<file path="config.mk">
export PLATFORM = sky130hd
export DESIGN_NAME = board_state_rx
export DESIGN_NICKNAME = d
export VERILOG_FILES = /design/src/rtl/board_state_rx.sv
export SDC_FILE = /design/constraint.sdc
export NUM_CORES = 1
export LEC_CHECK = 0
export CAP_MARGIN = 0
export CORE_ASPECT_RATIO = 1.4
export CORE_MARGIN = 2
export CORE_UTILIZATION = 59
export CTS_CLUSTER_SIZE = 20
export DETAILED_ROUTE_END_ITERATION = 10
export PLACE_DENSITY_LB_ADDON = 0.25
export SLEW_MARGIN = 15
export SYNTH_ARGS = -nofsm -noshare
export SYNTH_HDL_FRONTEND = slang
export SYNTH_SLANG_ARGS = --single-unit
export TNS_END_PERCENT = 10
</file>
<file path="constraint.sdc">
create_clock -name clk_in -period 3.4 [get_ports clk_in]
set_clock_uncertainty 0.05 [all_clocks]
set_input_delay 0.34 -clock clk_in [delete_from_list [all_inputs] [get_ports clk_in]]
set_output_delay 0.34 -clock clk_in [all_outputs]
set_load 0.005 [all_outputs]
</file>
<file path="src/rtl/board_state_rx.sv">
// Single-wire async receiver: 2-flop synchronizer, mid-bit sampling, one N_BITS word per frame.
// Latency about (N_BITS+1.5)*BAUD_DIV+3 cycles from start edge to valid_out; no backpressure (strobes are fire-and-forget).
module board_state_rx #(
    parameter int BAUD_DIV = 868,
    parameter int N_BITS   = 162
) (
    input  logic              clk_in,
    input  logic              rst_in,
    input  logic              rx_in,
    output logic [N_BITS-1:0] data_out,
    output logic              valid_out,
    output logic              error_out,
    output logic              busy_out
);
    localparam int BW = $clog2(BAUD_DIV);
    localparam int CW = $clog2(N_BITS + 1);
    localparam logic [BW-1:0] HALF_END = BW'(BAUD_DIV / 2 - 1);
    localparam logic [BW-1:0] FULL_END = BW'(BAUD_DIV - 1);
    localparam logic [CW-1:0] LAST_BIT = CW'(N_BITS - 1);

    typedef enum logic [2:0] {IDLE, START, DATA, STOP, WAIT_HIGH} state_t;

    state_t            state;
    logic              rx_m;
    logic              rx_s;
    logic              rx_prev;
    logic [BW-1:0]     baud_cnt;
    logic [CW-1:0]     bit_cnt;
    logic [N_BITS-1:0] shift_reg;

    assign busy_out = (state != IDLE);

    always_ff @(posedge clk_in) begin
        if (rst_in) begin
            state     <= IDLE;
            rx_m      <= 1'b1;
            rx_s      <= 1'b1;
            rx_prev   <= 1'b1;
            baud_cnt  <= '0;
            bit_cnt   <= '0;
            shift_reg <= '0;
            data_out  <= '0;
            valid_out <= 1'b0;
            error_out <= 1'b0;
        end else begin
            rx_m      <= rx_in;
            rx_s      <= rx_m;
            rx_prev   <= rx_s;
            valid_out <= 1'b0;
            error_out <= 1'b0;
            case (state)
                IDLE: begin
                    if (rx_prev && !rx_s) begin
                        baud_cnt <= '0;
                        state    <= START;
                    end
                end
                START: begin
                    if (baud_cnt == HALF_END) begin
                        baud_cnt <= '0;
                        bit_cnt  <= '0;
                        // A start bit that is already high again at mid-bit was a glitch.
                        state    <= rx_s ? IDLE : DATA;
                    end else begin
                        baud_cnt <= baud_cnt + 1'b1;
                    end
                end
                DATA: begin
                    if (baud_cnt == FULL_END) begin
                        baud_cnt           <= '0;
                        shift_reg[bit_cnt] <= rx_s;
                        bit_cnt            <= bit_cnt + 1'b1;
                        if (bit_cnt == LAST_BIT) begin
                            state <= STOP;
                        end
                    end else begin
                        baud_cnt <= baud_cnt + 1'b1;
                    end
                end
                STOP: begin
                    if (baud_cnt == FULL_END) begin
                        baud_cnt <= '0;
                        if (rx_s) begin
                            data_out  <= shift_reg;
                            valid_out <= 1'b1;
                            state     <= IDLE;
                        end else begin
                            error_out <= 1'b1;
                            state     <= WAIT_HIGH;
                        end
                    end else begin
                        baud_cnt <= baud_cnt + 1'b1;
                    end
                end
                WAIT_HIGH: begin
                    // A line held low must return high before a new start edge can count.
                    if (rx_s) begin
                        state <= IDLE;
                    end
                end
                default: state <= IDLE;
            endcase
        end
    end
endmodule

</file>
==> flow_metrics.tcl <==
set metrics [dict create \
    ios 168 \
    utilization_pct 71.9 \
    period_share_pct 79.0 \
    cp-end-kind "flop" \
    cts_resized 0 \
    swShare_pct 21.2 \
    p_leak_nw 5.07 \
    syn_area_per_cell_um2 7.97 \
    r2r_slack_ps 710 \
    fin_nets 1763 \
    setup_viol 0 \
    synth_warnings 0 \
    cts_hold_buf 0 \
    grt_max_degree 179 \
    dp.final_hpwl_mm 24.6 \
    worstSetupPathType "reg -> reg" \
    hold_viol 0 \
    route.detailed.drc 0 \
    worstReg2RegEnd "shift_reg[80]" \
    wl_mm 40.5 \
    yosys_most_used_dff "dfxtp_1" \
    gr-total-overflow 0 \
    grt_pass1_vias 11900 \
    port_buffers 167 \
    yosys.area.top_type "dfxtp_1" \
    clk_latency_ps 570 \
    worstSetupStartpoint "baud_cnt[0]" \
    die_x_um 131 \
    cp_data_arrival_time_ps 3040 \
    antenna_found_initial 0 \
    max_freq_mhz 372 \
    yosysMostFrequentCell "nand2_1" \
    cts.clk_slew.worst_paths_ps 70 \
    cts_root_buf "clkbuf_16" \
    drive_gt1_share_pct 5.51 \
    drv_slew 0 \
    post_cts_buffers 0 \
    pwr-share-seq_pct 52.8 \
    ys_seq_area_share_pct 52.4 \
    power_w 0.00777 \
    ir_drop_uv 399 \
    vias 12800 \
    synthTopCellsByCount "nand2_1 (354), dfxtp_1 (350), a21oi_1 (330)" \
    p_sw_w 0.00164 \
    drt_iter0_markers 1826 \
    worstRegToRegCells 6 \
    drtAntennaViolNets 0 \
    grt.total_usage_pct 32.1 \
    hp-class "in -> reg" \
    power_frac_comb_pct 1.6 \
    hold_start "rst_in" \
    critical-path-max-stage-delay_ps 560 \
    rows 65 \
    cts_made_buffers 31 \
    critPathSlowestCell "nand3_1" \
    ys_ff_latch 350 \
    status "finished clean" \
    wl_per_cell_um 19.5 \
    power.internal_w 0.00612 \
    rsz0062_at_grt "false" \
    crit_fanout 16 \
    critPathCapture "shift_reg[80]" \
    setup_tns_ps 0 \
    dr.pass1.iters 6 \
    power_density_nw_per_um2 483 \
    period_needed_ps 2690 \
    die_height_um 182 \
    cts_sinks 350 \
    yosysTopAreaCellShare_pct 52.4 \
    synth-edff-count 0 \
    worst_pin_slew_ps 962 \
    maxCapViolations 0 \
    worst_setup_path_start_kind "flop" \
    pwr-share-clk_pct 45.5 \
    place.gp.congestion 1.04 \
    synth_fp_nets 1687 \
    clk_path_buf_depth 3 \
    cts.htree.levels 1 \
    diodes 0 \
    vias_per_cell 6.14 \
    fp.dieArea_um2 23900 \
    fill_cells 1755 \
    cp_cell_sequence "ha_1 > and3b_1 > and4_1 > nand3_1 > o21ai_0 > a21oi_1" \
    r2r_start "baud_cnt[0]" \
    required_ps 3760 \
    synthCells 1678 \
    max-slew-margin-rel_pct 35.9 \
    syn-cell-area_um2 13400 \
    area_growth_pct 20.3 \
    core_um2 22400 \
    synthDistinctLibCells 49 \
    cts_tree "built" \
    synthTopCellsByArea "dfxtp_1 (52%), a21oi_1 (12%), nand2_1 (9.9%), nand3_1 (7.0%), o21ai_0 (6.3%)" \
    synthArstFlopShare_pct 0 \
    grt_pass1_wl_mm 62.1 \
    start_util_pct 59.8 \
]
## worst min-delay path by stage
stage | slack [ps] | endpoint | cells after the start
after CTS | 60 | valid_out | 2
after global placement | 340 | rx_s | 1
after floorplan | 340 | rx_s | 1
after detailed placement | 340 | rx_s | 1
after global routing | 70 | valid_out | 2
final | 60 | shift_reg[76] | 2
## metrics by stage
step | setup slack (ps) | area (µm²) | hold slack [ps] | std cells
6_report | 713 | 16100 | 64.0 | 2079
4_1_cts | 868 | 16100 | 56.1 | 2079
3_3_place_gp | 988 | 15100 | 343 | 2022
3_5_place_dp | 916 | 15100 | 344 | 2022
2_1_floorplan | 1330 | 13400 | 339 | 1678
5_1_grt | 661 | 16100 | 65.2 | 2079
## kinds of logic after synthesis
group                    count (synthesis)  share of synthesized area, %
AND/OR/NAND/NOR                        653                          22.6
multiplexers                             2                         0.150
XOR/XNOR                                 4                         0.262
adder cells (fa/ha/maj)                  6                         0.562
flip-flops                             350                          52.4
AO/OA/AOI/OAI                          515                          19.6
buffers and inverters                  148                          4.49
## per-layer routing
layer / global-route usage (%) / share of wire, % / vias up / routed length, µm
met5: 0 / 0 / - / 0
met4: 19.6 / 6.4 / 0 / 2590
met3: 6.06 / 9.1 / 171 / 3700
met2: 53.4 / 48 / 679 / 19300
met1: 38.6 / 37 / 6024 / 14900
li1: - / - / 5898 / -
## layout by cell type (no fill, tap or decap), types with 2 or more instances in the layout
| master | count |
|---|---|
| nand2_1 | 354 |
| dfxtp_1 | 349 |
| a21oi_1 | 330 |
| nand3_1 | 186 |
| o21ai_0 | 169 |
| clkdlybuf4s50_1 | 166 |
| clkbuf_16 | 31 |
| nor2_1 | 22 |
| and2_1 | 14 |
| buf_4 | 13 |
| and3_1 | 10 |
| clkinv_2 | 9 |
| nor2b_1 | 8 |
| clkbuf_8 | 8 |
| a31oi_1 | 7 |
| inv_1 | 6 |
| nor3_1 | 6 |
| or2_2 | 6 |
| nor3_2 | 6 |
| ha_1 | 6 |
| nand2b_1 | 5 |
| nand3b_1 | 5 |
| clkbuf_1 | 5 |
| xor2_1 | 4 |
| buf_12 | 4 |
| nor3b_1 | 3 |
| or3_1 | 3 |
| nand4_1 | 3 |
| or3_2 | 2 |
| and3b_1 | 2 |
| mux2i_1 | 2 |
| nor4_1 | 2 |
| and4_1 | 2 |
| o211ai_1 | 2 |
| nand4_2 | 2 |
| bufinv_16 | 2 |
## worst max-delay path, delay by kind of cell (launching register included)
kind / cells / cell delay [ps]
compound gates: 2 / 580
flops: 1 / 410
fa+ha+maj: 1 / 260
simple gates: 3 / 1230
## power by group through the flow
stage	Combinational, W	Clock [W]	Sequential, W
after floorplan	0.0000994	0	0.00420
after global placement	0.000121	0	0.00420
after detailed placement	0.000122	0	0.00420
after CTS	0.000123	0.00354	0.00411
after global routing	0.000135	0.00372	0.00410
final	0.000127	0.00354	0.00411
## final cells by class
class | count | area, µm² | share of cell area, %
Sequential cell | 350 | 7010 | 43.6
Timing Repair Buffer | 185 | 1870 | 11.6
Clock buffer | 44 | 905 | 5.62
Tap cell | 301 | 377 | 2.34
Inverter | 6 | 22.5 | 0.140
Multi-Input combinational cell | 1180 | 5780 | 35.9
Clock inverter | 13 | 124 | 0.770
Note: power is estimated with default switching activity, not from simulation.
